**config.mk**
```make
export PLATFORM = sky130hd
export DESIGN_NAME = ex_cond_stage
export DESIGN_NICKNAME = d
export VERILOG_FILES = /design/src/rtl/cond_defs_pkg.sv /design/src/rtl/ex_cond_stage_cond_check.sv /design/src/rtl/ex_cond_stage.sv
export SDC_FILE = /design/constraint.sdc
export NUM_CORES = 1
export LEC_CHECK = 0
export CORE_MARGIN = 3
export CORE_UTILIZATION = 36
export CTS_CLUSTER_SIZE = 10
export DETAILED_ROUTE_END_ITERATION = 16
export HOLD_SLACK_MARGIN = 0.12
export PLACE_DENSITY = 0.78
export SYNTH_ARGS = -nofsm -noshare
export SYNTH_HDL_FRONTEND = slang
export SYNTH_HIERARCHICAL = 1
export SYNTH_SLANG_ARGS = --single-unit
```
**constraint.sdc**
```tcl
create_clock -name clk_i -period 2.1 [get_ports clk_i]
set_input_delay 0.42 -clock clk_i [delete_from_list [all_inputs] [get_ports clk_i]]
set_output_delay 0.42 -clock clk_i [all_outputs]
set_load 0.005 [all_outputs]
```
**src/rtl/cond_defs_pkg.sv**
```systemverilog
// Shared definitions for the execute-stage condition logic: condition
// encodings, flag bit positions and the EX/MEM pipeline register layout.
package cond_defs;

  localparam int DATA_W = 4;
  localparam int RD_W   = 4;

  localparam int FLAG_Z = 0;
  localparam int FLAG_N = 1;

  typedef enum logic [3:0] {
    EQ = 4'd0,
    NE = 4'd1,
    MI = 4'd4,
    PL = 4'd5,
    GE = 4'd10,
    LT = 4'd11,
    GT = 4'd12,
    LE = 4'd13,
    AL = 4'd14
  } cond_e;

  // Field widths follow DATA_W / RD_W, so the top-level N and R must match them
  typedef struct packed {
    logic              valid;
    logic              reg_write;
    logic              mem_write;
    logic [DATA_W-1:0] result;
    logic [DATA_W-1:0] wdata;
    logic [RD_W-1:0]   rd;
  } exmem_t;

endpackage

```
**src/rtl/ex_cond_stage_cond_check.sv**
```systemverilog
// Combinational condition evaluator: decides whether a 4-bit condition code
// holds for the given {N,Z} flag pair. Unknown encodings never pass.
module cond_check
  import cond_defs::*;
(
  input  logic [3:0] cond_i,
  input  logic [1:0] flags_i,
  output logic       pass_o
);

  logic z_flag;
  logic n_flag;

  assign z_flag = flags_i[FLAG_Z];
  assign n_flag = flags_i[FLAG_N];

  // Decode the condition against the flags; anything not listed becomes a bubble
  always_comb begin
    pass_o = 1'b0;
    case (cond_i)
      EQ:      pass_o = z_flag;
      NE:      pass_o = ~z_flag;
      MI:      pass_o = n_flag;
      PL:      pass_o = ~n_flag;
      GT:      pass_o = ~z_flag & ~n_flag;
      GE:      pass_o = ~n_flag;
      LT:      pass_o = n_flag;
      LE:      pass_o = z_flag | n_flag;
      AL:      pass_o = 1'b1;
      default: pass_o = 1'b0;
    endcase
  end

endmodule

```
**src/rtl/ex_cond_stage.sv**
```systemverilog
// Execute-stage back end: holds the architectural Z/N flags, gates each
// instruction's side effects on its condition and registers the survivors
// into the EX/MEM pipeline register with flush/stall control.
module ex_cond_stage
  import cond_defs::*;
#(
  parameter int N = DATA_W,
  parameter int R = RD_W
) (
  input  logic         clk_i,
  input  logic         rst_ni,
  input  logic         stall_i,
  input  logic         flush_i,
  input  logic         valid_i,
  input  logic [3:0]   cond_i,
  input  logic         flag_write_i,
  input  logic         reg_write_i,
  input  logic         mem_write_i,
  input  logic         branch_i,
  input  logic [N-1:0] alu_result_i,
  input  logic [1:0]   alu_flags_i,
  input  logic [N-1:0] write_data_i,
  input  logic [R-1:0] rd_i,
  output logic         cond_pass_o,
  output logic         branch_take_o,
  output logic [1:0]   flags_o,
  output logic         valid_o,
  output logic         reg_write_o,
  output logic         mem_write_o,
  output logic [N-1:0] alu_result_o,
  output logic [N-1:0] write_data_o,
  output logic [R-1:0] rd_o
);

  logic [1:0] flags_q;
  exmem_t     exmem_q;
  logic       pass;

  // Conditions look only at the committed flag register, so a flag-setting
  // instruction naturally feeds the next one without a bypass path
  cond_check u_cond_check (
    .cond_i  (cond_i),
    .flags_i (flags_q),
    .pass_o  (cond_pass_o)
  );

  assign pass          = valid_i & cond_pass_o & ~flush_i;
  assign branch_take_o = valid_i & branch_i & cond_pass_o & ~flush_i;

  // Flag and EX/MEM registers: flush squashes control bits even under stall,
  // stall freezes everything, otherwise the gated instruction advances
  always_ff @(posedge clk_i or negedge rst_ni) begin
    if (!rst_ni) begin
      flags_q <= 2'b00;
      exmem_q <= '0;
    end else if (flush_i) begin
      exmem_q.valid     <= 1'b0;
      exmem_q.reg_write <= 1'b0;
      exmem_q.mem_write <= 1'b0;
    end else if (!stall_i) begin
      exmem_q.valid     <= pass;
      exmem_q.reg_write <= pass & reg_write_i;
      exmem_q.mem_write <= pass & mem_write_i;
      exmem_q.result    <= alu_result_i;
      exmem_q.wdata     <= write_data_i;
      exmem_q.rd        <= rd_i;
      if (pass && flag_write_i) begin
        flags_q <= alu_flags_i;
      end
    end
  end

  assign flags_o      = flags_q;
  assign valid_o      = exmem_q.valid;
  assign reg_write_o  = exmem_q.reg_write;
  assign mem_write_o  = exmem_q.mem_write;
  assign alu_result_o = exmem_q.result;
  assign write_data_o = exmem_q.wdata;
  assign rd_o         = exmem_q.rd;

endmodule

```
# After elaboration in Yosys (flattened, before gate mapping)
# Cells that the tools add are included.
[classes]
bitwise = 13
mul = 0
eq_ne = 9
n_reduce_logical = 6
div_mod_pow = 0
muxes = 3
order_cmp = 0
addsub = 0
shift = 0
[op_table]
columns = ["cell", "n"]
rows = [
  ["$eq A4 B4 Y1 const B", 5],
  ["$mux W15", 1],
  ["$and A1 B1 Y1", 8],
  ["$eq A4 B3 Y1 const B", 2],
  ["$pmux W1 S7", 1],
  ["$eq A4 B1 Y1 const B", 1],
  ["$logic_not A4 Y1", 1],
  ["$not A1 Y1", 4],
  ["$reduce_or A2 Y1", 2],
  ["$mux W3", 1],
  ["$reduce_and A3 Y1", 1],
  ["$ne A2 B1 Y1 const B", 1],
  ["$reduce_and A2 Y1", 1],
  ["$logic_and A1 B1 Y1", 1],
  ["$or A1 B1 Y1", 1],
]
[totals]
output_inout_bits = 19
mem_count = 0
regBits = 17
ramBits = 0
wordCells = 38
in_bits = 27
rom_bits = 0
latchBits = 0

# Logic depth before layout (Yosys ltp)
# Gate-level depths: netlist (run 1).
[depth]
depth_word = 8
depth_mapped = 6
depth_no_buf = 6

# Modules after synthesis
# The synthesis (run 1) kept the hierarchy.
[by_module_without_submodules]
columns = ["mod", "n_inst", "area_each_um2", "cells_per_inst"]
rows = [
  ["ex_cond_stage", 1, 679.4, 44],
  ["cond_check", 1, 85.1, 12],
]

# Least setup slack after synthesis (run 1)
# Ideal clock, no wire load.
[synth_path]
kind = "input port to output port"
from = "input cond_i[2]"
to = "output branch_take_o"
slack_ns = 0.260
arrival_ns = 1.420
cell_stages = 5
cell_sequence = "mux2_1 -> mux2i_1 -> o22a_1 -> o2bb2ai_1 -> and4b_1"
[synth_between]
elab_chain_cells = 5
elab_cells_between_ends = 14
classes_between = "eq/ne: 8; mux: 1; bitwise: 2; reduce/logical: 3"
[synth_rtl]
columns = ["element", "line_no", "text"]
rows = [
  ["start, declared", "ex_cond_stage.sv:15", "input logic [3:0] cond_i,"],
  ["$eq A4 B3 Y1 / $eq A4 B4 Y1 (equally long branches)", "ex_cond_stage_cond_check.sv:20", "case (cond_i)"],
  ["$reduce_or A2 Y1 (no source line)", "--", ""],
  ["$pmux W1 S7 *", "ex_cond_stage_cond_check.sv:20", ""],
  ["net cond_pass_o", "ex_cond_stage.sv:24", "output logic cond_pass_o,"],
  ["$and A1 B1 Y1 * (2 in a row)", "ex_cond_stage.sv:48", "assign branch_take_o = valid_i & branch_i & cond_pass_o & ~flush_i;"],
  ["end, declared", "ex_cond_stage.sv:25", "output logic branch_take_o,"],
]
# The timed path passes the listed nets; every way through them passes the cells marked *.

# Final worst setup path (run 1)
[layout_path]
from = "input cond_i[2]"
to = "output branch_take_o"
[layout_between]
elab_chain_cells = 5
elab_cells_between_ends = 14
classes_between = "eq/ne: 8; mux: 1; bitwise: 2; reduce/logical: 3"
[layout_rtl]
columns = ["element", "line_no"]
rows = [
  ["$eq A4 B3 Y1 / $eq A4 B4 Y1 (equally long branches)", "ex_cond_stage_cond_check.sv:20"],
  ["$reduce_or A2 Y1 (no source line)", "--"],
  ["$pmux W1 S7 *", "ex_cond_stage_cond_check.sv:20"],
  ["$and A1 B1 Y1 * (2 in a row)", "ex_cond_stage.sv:48"],
]
# Every way passes the cells marked *; elsewhere a longest branch is shown, timed or not.

==> results.cfg, run 1 <==
[floorplanning]
die_x_um = 52.1
core_um2 = 1980
io_pins = 46
die_area_um2 = 2710
start_util = 0.386
dieHeight_um = 52.1
fp-row-count = 16

[critical_path]
cp-start-kind = input pin
endpoint_kind = output pin
reg2reg_to = flags_o[1]
crit_arrival_ps = 1660
r2r-start = flags_o[1]
critPathKind = in -> out
r2r_cells = 8
path_max_fanout = 3
r2r_setup_slack_ps = 230
cp_data_required_time_ps = 1680

[route]
ant_nets = 0
routed_wl_um = 2100
vias = 675
vias_per_cell = 4.79
first_pass_iters = 3
wl_per_cell_um = 14.9
drc_errors = 0
drt_iter0_markers = 2

[synth]
ys_warn_count = 6
ys_seq_area_frac = 0.556
synth_seq_cells = 17
syn-cell-area_um2 = 764
synth_nets = 83
synth.avg_cell_area_um2 = 13.7
syn_inst = 56
yosysUniqueCellTypes = 18

[placement]
port_buffers = 45
dp_cells = 134
dp_hpwl_um = 1550
finalWeightedCongestion = 0.692

[sta]
max_freq_mhz = 481
min_period_ps = 2080
holdWs_ps = 514
slew_violations = 0
finalSetupViolCount = 0
final_hold_viol_count = 0
final.period_utilization = 0.989
slew_headroom = 0.507
rsz0062_at_grt = yes
tns_ps = 0
skew_ps = 3.69
worstMarginPinSlew_ps = 738

[pwr]
ir_drop_mv = 0.441
power.density_nw_per_um2 = 682
p_leak_nw = 0.583

[grt]
grt_pass1_vias = 767
grt_pass1_wl_um = 3300
antenna_found_initial = 0
grt_max_degree = 18
grt-ovfl-total = 0
groute.usage.overall = 0.165

[clock_network]
cts.htree.levels = 1
clk_path_buf_depth = 2
cts_root_buf = clkbuf_4
insertion_delay_ps = 280
clkTransAtPathRegs_ps = 90
numCtsBuffers = 3
clkSinkCount = 17
cts_tree = done

[hold_path]
worstHoldStart = write_data_o[0]
hp-class = reg -> reg
min_to = write_data_o[0]
hold_depth = 1

[finish]
drive_gt1_frac = 0.307
multi_input_area_um2 = 349
fillCellCount = 135
fin_cells = 141
num_antenna_cells = 0
seqCellArea_um2 = 427
fin_util = 0.693
finalNetCount = 142
synthToLayoutAreaGrowth_pct = 79.5

[outcome]
status = finished, final reports clean

[run]
drv_cap = 0
[synthesized netlist by cell type]
master,instances,area share
buf_6,1,0.015
nand2_1,5,0.025
nand4_2,1,0.016
a21oi_1,4,0.026
o2bb2ai_1,1,0.011
mux2_1,3,0.044
nor2_4,1,0.015
a22oi_1,1,0.0098
dfrtp_1,17,0.56
nand4b_1,2,0.023
o22a_1,1,0.011
and4b_1,1,0.013
nand3b_1,1,0.0098
mux2_2,12,0.18
mux2i_1,2,0.026
nand2b_1,1,0.0082
o22ai_1,1,0.0082
nor2_1,1,0.0049
[worst max-delay path, cell delays in order]
cell             delay (ps)
clkdlybuf4s15_2         210
buf_4                   150
nand2b_1                170
a22oi_2                 180
o22ai_2                  90
o2bb2ai_2               140
and4b_1                 170
buf_2                   120
[state kept, by name (all words and copies together), names as in the netlist]
register      flops
alu_result_o      4
flags_o           2
mem_write_o       1
rd_o              4
reg_write_o       1
valid_o           1
write_data_o      4
[metal layers]
layer / track usage / share of wire / vias to the layer above
li1: - / - / 322
met1: 0.181 / 0.39 / 315
met2: 0.274 / 0.47 / 38
met3: 0.0860 / 0.14 / 0
met4: 0.0524 / 0 / 0
met5: 0 / 0 / -
[timing repair]
item,in CTS,in global routing
hold buffers,0,0
setup endpoints to repair,2,2
pin swaps,5,1
buffers inserted,3,0
resized for setup,20,1
[cell usage in the layout, fill, tap and decap left out, types with 3 or more instances in the layout]
cell type	count
mux2_2	12
a21oi_1	4
clkdlybuf4s50_1	39
clkbuf_4	3
dfrtp_1	16
nand2_1	5
buf_4	7
[per-stage QoR]
step	area, µm²	total power (W)	setup slack, ps
6_report	1370	0.000936	22.2
4_1_cts	1370	0.000945	-4.81
2_1_floorplan	764	0.000515	260
3_5_place_dp	1300	0.000729	-602
3_3_place_gp	1300	0.000716	-547
5_1_grt	1370	0.000991	-49.3
[layout make-up]
type	count	area share
sequential	17	0.311
tap	27	0.0246
timing repair buffer	55	0.391
clock buffer	4	0.0191
multi-input combinational	38	0.254
[report_power, final]
part / total [W] / internal [W] / switching, W / leakage [nW]
registers: 0.000411 / 0.000376 / 0.0000352 / 0.206
clock network: 0.000170 / 0.0000737 / 0.0000962 / 0.0150
logic: 0.000354 / 0.000240 / 0.000114 / 0.362
total: 0.000936 / 0.000690 / 0.000246 / 0.583
[worst max path at each step]
stage          slack, ps  startpoint            end  cells after the start
2_1_floorplan        260   cond_i[2]  branch_take_o                      5
3_3_place_gp        -550   cond_i[2]  branch_take_o                      7
3_5_place_dp        -600   cond_i[2]  branch_take_o                      8
4_1_cts               -5  flags_o[1]  branch_take_o                      6
5_1_grt              -50  flags_o[1]  branch_take_o                      6
6_report              20   cond_i[2]  branch_take_o                      8
[cell families after synthesis]
kind of cell,count (synthesis),share of synthesized area
multiplexers,17,0.247
flip-flops,17,0.556
AND/OR/NAND/NOR,13,0.115
AO/OA/AOI/OAI,8,0.0671
buffers and inverters,1,0.0147
Power figures use the tool's default switching activity.
==> inputs of run 2 (changes only) <==
--- a/config.mk
+++ b/config.mk
@@ -10,7 +10,7 @@
 export CTS_CLUSTER_SIZE = 10
 export DETAILED_ROUTE_END_ITERATION = 16
 export HOLD_SLACK_MARGIN = 0.12
-export PLACE_DENSITY = 0.78
+export PLACE_DENSITY = 0.74
 export SYNTH_ARGS = -nofsm -noshare
 export SYNTH_HDL_FRONTEND = slang
 export SYNTH_HIERARCHICAL = 1
==> run 2 against run 1 <==
Clock skew rose by 1.1 ps; clock-buffer cell count did not move; power rose by 2.3%; largest cell class unchanged.
==> results.cfg, run 2 (same netlist as run 1, synthesis figures left out) <==
[placement]
dp_hpwl_um = 1370
finalWeightedCongestion = 0.660
post_dp_cell_area_um2 = 1300
port_buffers = 45
dp_cells = 135
dpl_worst_slack_ps = -582

[clock_network]
clkSinkCount = 17
insertion_delay_ps = 290
clkTransAtPathRegs_ps = 90
cts_tree = done
clk_path_buf_depth = 2
cts.htree.levels = 1
cts_root_buf = clkbuf_4
numCtsBuffers = 3

[finish]
finalNetCount = 145
fin_cells = 144
final_common_cell = clkdlybuf4s50_1
synthToLayoutAreaGrowth_pct = 82.3
num_antenna_cells = 0
drive_gt1_frac = 0.342
final_cell_mix = clkdlybuf4s50_1 (40), dfrtp_1 (16), mux2_2 (12)
fin_area_um2 = 1390
fillCellCount = 140

[grt]
grt_pass1_vias = 687
antenna_found_initial = 0
grt_pass1_wl_um = 2950
grt-ovfl-total = 0
grt_max_degree = 18
groute.usage.overall = 0.146

[route]
routed_wl_um = 1890
drt_iter0_markers = 2
vias_per_cell = 4.73
ant_nets = 0
wl_per_cell_um = 13.1
vias = 681
drc_errors = 0
first_pass_iters = 2

[critical_path]
crit_path_max_incr_delay_ps = 490
critical-path-slowest-cell = clkdlybuf4s50_1
cp-start-kind = input pin
cp_data_required_time_ps = 1680
endpoint_kind = output pin
critPathKind = in -> out
crit_buf_inv = 2
r2r-start = flags_o[0]
reg2reg_to = flags_o[0]
r2r_setup_slack_ps = 140
crit_chain = clkdlybuf4s50_1 > mux2i_1 > o22a_1 > o2bb2ai_2 > and4b_1 > buf_2
crit_arrival_ps = 1650
r2r_cells = 9
worst_path_dominant_cell_family = buffers and inverters
path_max_fanout = 2

[run]
drv_cap = 0

[sta]
min_period_ps = 2070
slew_headroom = 0.509
final_hold_viol_count = 0
final.setup.worst_slack_ps = 26.2
rsz0062_at_grt = yes
max_freq_mhz = 482
finalSetupViolCount = 0
worstMarginPinSlew_ps = 735
final.period_utilization = 0.988
skew_ps = 4.79
slew_violations = 0
holdWs_ps = 513

[outcome]
status = finished, final reports clean

[floorplanning]
die_x_um = 52.1
io_pins = 46
start_util = 0.386
dieHeight_um = 52.1
core_um2 = 1980
die_area_um2 = 2710
fp-row-count = 16

[pwr]
p_total_w = 0.000957
ir_drop_mv = 0.520
p_leak_nw = 0.599
power.density_nw_per_um2 = 687

[hold_path]
hold_depth = 1
min_to = alu_result_o[2]
worstHoldStart = alu_result_o[2]
hp-class = reg -> reg
run 2: changes by cell type in the layout (fill, tap and decap cells not counted), sizes merged:
| cell | previous run | this run |
|---|---|---|
| buf | 12 | 14 |
| clkbuf | 4 | 5 |
| clkdlybuf4s50 | 39 | 40 |
| dlygate4sd2 | 2 | 1 |
run 2: power breakdown:
group          internal [W]  total [W]  switching, W  leakage [nW]
sequential         0.000376   0.000410     0.0000336         0.206
combinational      0.000256   0.000373      0.000116         0.378
clock             0.0000739   0.000175      0.000101        0.0150
run 2: worst register-to-register path, stage by stage, from the launching register on:
cell	delay, ps
dfrtp_1	430
mux2_4	280
mux2i_1	120
o22a_1	150
o2bb2ai_2	70
buf_6	120
buf_4	120
buf_4	140
nand4_2	100
mux2_1	330
run 2: area by class of cell:
| cell class | instances | area (µm²) | share of cell area |
|---|---|---|---|
| clock buffers | 4 | 26.3 | 0.0189 |
| well taps | 27 | 33.8 | 0.0242 |
| repair buffers | 58 | 548 | 0.393 |
| multi-input cells | 38 | 359 | 0.258 |
| flip-flops and latches | 17 | 427 | 0.306 |
run 2: per-layer routing:
layer,global-route usage,part of all wire,vias to the layer above
li1,-,-,331
met1,0.175,0.43,312
met2,0.238,0.44,36
met3,0.0544,0.13,2
met4,0.0524,0.010,0
met5,0,0,-
run 2: repair_timing:
| action | in CTS | in global routing |
|---|---|---|
| endpoints found under the hold margin | 0 | 0 |
| setup buffers | 4 | 1 |
| hold buffers | 0 | 0 |
| setup endpoints to repair | 2 | 2 |
| resized for setup | 14 | 7 |
| pin swaps | 5 | 4 |
run 2: how the worst max path moves through the flow:
stage                     from       endpoint  slack (ps)  cells past startpoint
floorplan            cond_i[2]  branch_take_o         260                      5
global placement     cond_i[2]  branch_take_o        -550                      7
detailed placement   cond_i[2]  branch_take_o        -580                      7
CTS                 flags_o[1]    cond_pass_o          10                      6
global route        flags_o[0]  branch_take_o         -80                      7
finish               cond_i[3]  branch_take_o          30                      6
run 2: per-stage QoR:
stage           util  TNS, ps
3_3_place_gp   0.655    -1440
4_1_cts        0.688        0
2_1_floorplan      -        0
3_5_place_dp   0.655    -1620
6_report       0.703        0
5_1_grt        0.703    -75.5
==> inputs of run 3 (changes only) <==
--- a/config.mk
+++ b/config.mk
@@ -15,3 +15,4 @@
 export SYNTH_HDL_FRONTEND = slang
 export SYNTH_HIERARCHICAL = 1
 export SYNTH_SLANG_ARGS = --single-unit
+export TNS_END_PERCENT = 5
==> results of run 3 <==
The final DEF is identical to that of run 2; final timing and power are the same.
